<file path="config.mk">
export PLATFORM = sky130hd
export DESIGN_NAME = imm_gen_stage_flat
export DESIGN_NICKNAME = d
export VERILOG_FILES = /design/src/rtl/imm_gen_stage_if.sv /design/src/rtl/imm_gen_stage.sv /design/src/flat_wrapper.sv
export SDC_FILE = /design/constraint.sdc
export NUM_CORES = 1
export LEC_CHECK = 0
export ABC_AREA = 1
export CAP_MARGIN = 20
export CORE_ASPECT_RATIO = 0.9
export CORE_MARGIN = 1.5
export CORE_UTILIZATION = 48
export DETAILED_ROUTE_END_ITERATION = 8
export GPL_ROUTABILITY_DRIVEN = 1
export PLACE_DENSITY = 0.79
export SLEW_MARGIN = 20
export SYNTH_ARGS = -nofsm -noshare
export SYNTH_HDL_FRONTEND = slang
export SYNTH_SLANG_ARGS = --single-unit
</file>
<file path="constraint.sdc">
create_clock -name clk -period 2.6 [get_ports clk]
set_input_delay 0.26 -clock clk [delete_from_list [all_inputs] [get_ports clk]]
set_output_delay 0.26 -clock clk [all_outputs]
set_load 0.05 [all_outputs]
</file>
<file path="src/rtl/imm_gen_stage_if.sv">
// Handshake bundle for imm_gen_stage: instruction input side and immediate result output side.
// slave = the stage itself, master = whoever drives instructions and consumes results.
interface imm_gen_stage_if #(
  parameter int XLEN = 32
);
  logic            in_valid;
  logic            in_ready;
  logic [31:0]     in_instr;
  logic            out_valid;
  logic            out_ready;
  logic [XLEN-1:0] out_imm;
  logic [2:0]      out_type;
  logic            out_unknown;

  modport slave (
    input  in_valid, in_instr, out_ready,
    output in_ready, out_valid, out_imm, out_type, out_unknown
  );

  modport master (
    output in_valid, in_instr, out_ready,
    input  in_ready, out_valid, out_imm, out_type, out_unknown
  );
endinterface

</file>
<file path="src/rtl/imm_gen_stage.sv">
// Immediate generator stage: decodes the RISC-V format, sign-extends the immediate, 2-entry skid buffer.
// Optional CSR-immediate (type Z) decode is enabled by defining IMM_GEN_ZICSR_EN.
//
// state   | meaning
// EMPTY   | no result held, out_valid = 0
// ONE     | output register holds the oldest result
// FULL    | output register plus skid register both hold results, in_ready = 0
module imm_gen_stage #(
  parameter int XLEN  = 32,
  parameter int CNT_W = 16
) (
  input  logic             clk,
  input  logic             rst,
  imm_gen_stage_if.slave   bus,
  output logic [CNT_W-1:0] unknown_cnt
);

  localparam logic [2:0] T_NONE = 3'd0;
  localparam logic [2:0] T_I    = 3'd1;
  localparam logic [2:0] T_S    = 3'd2;
  localparam logic [2:0] T_B    = 3'd3;
  localparam logic [2:0] T_U    = 3'd4;
  localparam logic [2:0] T_J    = 3'd5;
`ifdef IMM_GEN_ZICSR_EN
  localparam logic [2:0] T_Z    = 3'd6;
`endif

  typedef enum logic [1:0] {
    S_EMPTY = 2'd0,
    S_ONE   = 2'd1,
    S_FULL  = 2'd2
  } state_t;

  state_t          r_state;
  state_t          w_next;

  logic [6:0]      w_opcode;
  logic [2:0]      w_dec_type;
  logic [XLEN-1:0] w_dec_imm;
  logic            w_dec_unknown;

  logic            w_in_xfer;
  logic            w_out_xfer;
  logic            w_load_out_dec;
  logic            w_load_out_skid;
  logic            w_load_skid;

  logic [XLEN-1:0] r_out_imm;
  logic [2:0]      r_out_type;
  logic            r_out_unknown;
  logic [XLEN-1:0] r_skid_imm;
  logic [2:0]      r_skid_type;
  logic            r_skid_unknown;
  logic [CNT_W-1:0] r_cnt;

  assign w_opcode = bus.in_instr[6:0];

  always_comb begin
    w_dec_type = T_NONE;
    case (w_opcode)
      7'b0000011, 7'b0010011, 7'b1100111: w_dec_type = T_I;
      7'b0011011: if (XLEN == 64) w_dec_type = T_I;
      7'b0100011: w_dec_type = T_S;
      7'b1100011: w_dec_type = T_B;
      7'b0110111, 7'b0010111: w_dec_type = T_U;
      7'b1101111: w_dec_type = T_J;
`ifdef IMM_GEN_ZICSR_EN
      7'b1110011: if (bus.in_instr[14]) w_dec_type = T_Z;
`endif
      default: w_dec_type = T_NONE;
    endcase
  end

  // Sized casts of signed operands sign-extend to XLEN regardless of the chosen width.
  always_comb begin
    w_dec_imm = '0;
    case (w_dec_type)
      T_I: w_dec_imm = XLEN'($signed(bus.in_instr[31:20]));
      T_S: w_dec_imm = XLEN'($signed({bus.in_instr[31:25], bus.in_instr[11:7]}));
      T_B: w_dec_imm = XLEN'($signed({bus.in_instr[31], bus.in_instr[7],
                                      bus.in_instr[30:25], bus.in_instr[11:8], 1'b0}));
      T_U: w_dec_imm = XLEN'($signed({bus.in_instr[31:12], 12'b0}));
      T_J: w_dec_imm = XLEN'($signed({bus.in_instr[31], bus.in_instr[19:12],
                                      bus.in_instr[20], bus.in_instr[30:21], 1'b0}));
`ifdef IMM_GEN_ZICSR_EN
      T_Z: w_dec_imm = XLEN'(bus.in_instr[19:15]);
`endif
      default: w_dec_imm = '0;
    endcase
  end

  assign w_dec_unknown = (w_dec_type == T_NONE);

  // in_ready is gated by rst so nothing can be accepted while reset is held.
  assign bus.in_ready  = !rst && (r_state != S_FULL);
  assign bus.out_valid = (r_state != S_EMPTY);
  assign w_in_xfer     = bus.in_valid && bus.in_ready;
  assign w_out_xfer    = bus.out_valid && bus.out_ready;

  always_ff @(posedge clk or posedge rst) begin
    if (rst) r_state <= S_EMPTY;
    else     r_state <= w_next;
  end

  always_comb begin
    w_next          = r_state;
    w_load_out_dec  = 1'b0;
    w_load_out_skid = 1'b0;
    w_load_skid     = 1'b0;
    case (r_state)
      S_EMPTY: begin
        if (w_in_xfer) begin
          w_next         = S_ONE;
          w_load_out_dec = 1'b1;
        end
      end
      S_ONE: begin
        if (w_in_xfer && w_out_xfer) begin
          w_next         = S_ONE;
          w_load_out_dec = 1'b1;
        end else if (w_in_xfer) begin
          w_next      = S_FULL;
          w_load_skid = 1'b1;
        end else if (w_out_xfer) begin
          w_next = S_EMPTY;
        end
      end
      S_FULL: begin
        if (w_out_xfer) begin
          w_next          = S_ONE;
          w_load_out_skid = 1'b1;
        end
      end
      default: w_next = S_EMPTY;
    endcase
  end

  always_ff @(posedge clk or posedge rst) begin
    if (rst) begin
      r_out_imm      <= '0;
      r_out_type     <= T_NONE;
      r_out_unknown  <= 1'b0;
      r_skid_imm     <= '0;
      r_skid_type    <= T_NONE;
      r_skid_unknown <= 1'b0;
    end else begin
      if (w_load_out_dec) begin
        r_out_imm     <= w_dec_imm;
        r_out_type    <= w_dec_type;
        r_out_unknown <= w_dec_unknown;
      end else if (w_load_out_skid) begin
        r_out_imm     <= r_skid_imm;
        r_out_type    <= r_skid_type;
        r_out_unknown <= r_skid_unknown;
      end
      if (w_load_skid) begin
        r_skid_imm     <= w_dec_imm;
        r_skid_type    <= w_dec_type;
        r_skid_unknown <= w_dec_unknown;
      end
    end
  end

  always_ff @(posedge clk or posedge rst) begin
    if (rst) begin
      r_cnt <= '0;
    end else if (w_in_xfer && w_dec_unknown && (r_cnt != {CNT_W{1'b1}})) begin
      r_cnt <= r_cnt + 1'b1;
    end
  end

  assign bus.out_imm     = r_out_imm;
  assign bus.out_type    = r_out_type;
  assign bus.out_unknown = r_out_unknown;
  assign unknown_cnt     = r_cnt;

endmodule
</file>
<file path="src/flat_wrapper.sv">
// flat-port wrapper written by rule: the top's interface ports become plain ports
module imm_gen_stage_flat 
#(
  parameter int XLEN  = 32,
  parameter int CNT_W = 16
)
  (clk, rst, unknown_cnt, bus_in_valid, bus_in_instr, bus_out_ready, bus_in_ready, bus_out_valid, bus_out_imm, bus_out_type, bus_out_unknown);
  imm_gen_stage_if #(.XLEN(XLEN)) bus_i ();
  input  logic clk;
  input  logic rst;
  output logic [CNT_W-1:0] unknown_cnt;
  input wire logic [$bits(bus_i.in_valid)-1:0] bus_in_valid;
  input wire logic [$bits(bus_i.in_instr)-1:0] bus_in_instr;
  input wire logic [$bits(bus_i.out_ready)-1:0] bus_out_ready;
  output wire logic [$bits(bus_i.in_ready)-1:0] bus_in_ready;
  output wire logic [$bits(bus_i.out_valid)-1:0] bus_out_valid;
  output wire logic [$bits(bus_i.out_imm)-1:0] bus_out_imm;
  output wire logic [$bits(bus_i.out_type)-1:0] bus_out_type;
  output wire logic [$bits(bus_i.out_unknown)-1:0] bus_out_unknown;
  assign bus_i.in_valid = bus_in_valid;
  assign bus_i.in_instr = bus_in_instr;
  assign bus_i.out_ready = bus_out_ready;
  assign bus_in_ready = bus_i.in_ready;
  assign bus_out_valid = bus_i.out_valid;
  assign bus_out_imm = bus_i.out_imm;
  assign bus_out_type = bus_i.out_type;
  assign bus_out_unknown = bus_i.out_unknown;
  imm_gen_stage #(.XLEN(XLEN), .CNT_W(CNT_W)) u_core (.clk(clk), .rst(rst), .bus(bus_i), .unknown_cnt(unknown_cnt));
endmodule
</file>
==> run_results.csv <==
group,metric,value,unit
outcome,status,"finished, final reports clean",
cts,clk_pin_slew,70,ps
logic_synthesis,synth_flop_cell,"dfrtp_1",
logic_synthesis,synthTopCellsByCount,"nand2_1 (240), dfrtp_1 (90), inv_1 (75)",
layout,antenna_cells,0,
detailed_routing,initialDrtViolationCount,392,
timing,setup_violations,0,
timing,timing.hold.ws,452,ps
cts,cts_tree,"built",
placed_design,dpl_cell_area,0.00601,mm²
detailed_routing,route.detailed.drc,0,
timing,tns,0,ps
setup_path,cp_top_family,"buffers and inverters",
setup_path,start_kind,"register",
flow_run,cap_violations,0,
setup_path,worstReg2RegStart,"u_core.unknown_cnt[0]",
timing,rsz0062_at_grt,"no",
cts,post_cts_buffers,0,
cts,clock-sinks,90,
timing,finClkSkew,7.68,ps
placed_design,io_buffers,89,
setup_path,critPathKind,"register to primary output",
setup_path,rr_worst_depth,7,
detailed_routing,drt-wirelength-per-cell,14.6,µm
layout,area_delta_synth_final,23.5,%
global_route,grt_pass1_wl,22000,µm
worst_hold_path,min_path_type,"primary input to async pin",
logic_synthesis,synth_top_area_cell,"dfrtp_1",
detailed_routing,num_vias,4661,
detailed_routing,vias_per_cell,5.31,
setup_path,regToRegEndpoint,"u_core.unknown_cnt[14]",
timing,fin_crit_sh,0.794,
detailed_routing,ant_nets,0,
layout,fillers,924,
logic_synthesis,synth.area.top_cells,"dfrtp_1 (44%), nand2_1 (18%), nand3_1 (5.7%), inv_1 (5.5%), nand4_1 (3.4%)",
setup_path,critical_path.slowest_cell,"clkdlybuf4s50_1",
pwr,powerDensity,672,mW/mm²
logic_synthesis,synth_edf_count,0,
pwr,p_leak,0.00319,µW
logic_synthesis,synth-seq-cells,90,
layout,drive_gt1_frac,0.107,
detailed_routing,wl,12800,µm
floorplan,start_util,0.495,
global_route,antenna_found_initial,0,
logic_synthesis,yosysMostFrequentCell,"nand2_1",
logic_synthesis,yosysWarnings,0,
cts,cts_hold_buf,0,
placed_design,dp_hpwl,8830,µm
logic_synthesis,ys_seq_area_frac,0.442,
timing,finalCriticalPeriod,2070,ps
floorplan,num_rows,35,
floorplan,die_w,112,µm
setup_path,ff2ff_setup_slack,620,ps
floorplan,dieArea,0.0112,mm²
logic_synthesis,synth_nets,706,
cts,clk_path_buf_depth,2,
placed_design,place_ws,238,ps
setup_path,critPathArrivalTime,1810,ps
global_route,grt_util_all_layers,0.243,
setup_path,critical-path-max-stage-delay,800,ps
timing,clock.fmax,484,MHz
setup_path,critPathMaxFanout,4,
floorplan,fp.coreArea,0.0103,mm²
timing,hold_viol,0,
timing,setup_ws,535,ps
logic_synthesis,async_flop_share,1.00,
floorplan,io_pins,90,
logic_synthesis,avgSynthCellArea,7.61,µm²
global_route,grt_overflow_total,0,
timing,worstMarginPinSlew,729,ps
detailed_routing,drt-pass1-iter-count,5,
setup_path,required,2340,ps
global_route,grt_max_degree,58,
pwr,irDropWorstVdd,0.332,mV
cts,htreeDepth,3,
cts,cts_root_buffer,"clkbuf_16",
timing,maxSlewHeadroom,0.514,
logic_synthesis,yosysUniqueCellTypes,33,
setup_path,path_cells,"inv_2, nand2_4, inv_1, nor2_1, clkdlybuf4s50_1",
logic_synthesis,synth_cells,669,
cts,insertion_delay,340,ps
placed_design,place_congestion,0.913,
layout,fin_nets,780,
logic_synthesis,synth_top_area_share,0.442,
setup_path,critPathBufInv,3,
layout,fin_area,0.00629,mm²
timing,slew_violations,0,
global_route,grt_pass1_vias,4565,
cts,ctsResizeCount,0,
logic_synthesis,syn-cell-area,0.00509,mm²
cts,cts_buffers,9,
setup_path,endpoint_kind,"primary output",
floorplan,die_h,101,µm
## stage by stage
step,total power (µW),util,cells
6_report,4220,0.611,877
5_1_grt,4440,0.611,877
4_1_cts,4260,0.611,877
3_5_place_dp,3010,0.584,861
3_3_place_gp,2980,0.584,861
2_1_floorplan,2610,-,669
## layout make-up
cell class | count | area (µm²) | share of cell area
clock inverter | 6 | 50.0 | 0.00796
tap | 129 | 161 | 0.0257
multi-input combinational | 463 | 2340 | 0.373
timing repair buffer | 94 | 928 | 0.148
clock buffer | 10 | 229 | 0.0364
sequential | 90 | 2250 | 0.358
inverter | 85 | 323 | 0.0514
## how the worst max path moves through the flow
stage                                 start  cells past startpoint                     end
after floorplan                         rst                      9  u_core.bus.out_imm[12]
after global placement      bus_in_instr[4]                      9  u_core.unknown_cnt[14]
after detailed placement    bus_in_instr[4]                      9  u_core.unknown_cnt[13]
after CTS                 u_core.r_state[0]                      5            bus_in_ready
after global routing        bus_in_instr[4]                      9  u_core.unknown_cnt[15]
final                     u_core.r_state[0]                      5            bus_in_ready
## registers in the layout, summed over array words and instances (netlist names)
| register | cells |
|---|---|
| u_core.bus.out_imm | 32 |
| u_core.r_skid_imm | 32 |
| u_core.unknown_cnt | 16 |
| u_core.bus.out_type | 3 |
| u_core.r_skid_type | 3 |
| u_core.r_state | 2 |
| u_core.bus.out_unknown | 1 |
| u_core.r_skid_unknown | 1 |
## logic make-up (layout without fill, tap and decap cells)
family | after synthesis | count (layout) | synth area share
XOR/XNOR | 7 | 7 | 0.0120
AND/OR/NAND/NOR | 398 | 398 | 0.380
buffers and inverters | 116 | 195 | 0.0983
flip-flops | 90 | 90 | 0.442
adder cells (fa/ha/maj) | 1 | 1 | 0.00246
AO/OA/AOI/OAI | 57 | 57 | 0.0647
## worst min-delay path, cell delays in order
cell             delay, ps
clkdlybuf4s50_1        460
clkinvlp_4             120
buf_4                  380
## metal layers
layer	GRT usage	vias up	wire length [µm]
met2	0.394	154	6030
met3	0.0541	21	830
met5	0	-	0
met4	0.0808	0	201
li1	-	2273	-
met1	0.326	2213	5710
## cell usage in the layout (no fill, tap or decap), types with 3 or more instances in the layout
master | Yosys | layout
nand2_1 | 240 | 240
dfrtp_1 | 90 | 90
clkdlybuf4s50_1 | 0 | 89
inv_1 | 75 | 74
nand3_1 | 58 | 58
nand4_1 | 28 | 28
o21ai_1 | 21 | 23
nor2_1 | 22 | 22
o21ai_0 | 18 | 16
nand2_2 | 14 | 14
o211ai_1 | 13 | 13
nand3_2 | 11 | 11
inv_2 | 10 | 10
clkbuf_16 | 0 | 9
nor2_4 | 7 | 8
nand2_4 | 6 | 6
buf_4 | 5 | 5
xnor2_1 | 4 | 4
nor2_2 | 4 | 3
clkinvlp_4 | 0 | 3
xor2_1 | 3 | 3
## power breakdown
group | switching [µW] | internal (µW) | total [µW]
registers | 137 | 1640 | 1770
clock network | 573 | 659 | 1230
logic | 802 | 417 | 1220
total | 1510 | 2710 | 4220
Note: power is estimated with default switching activity, not from simulation.
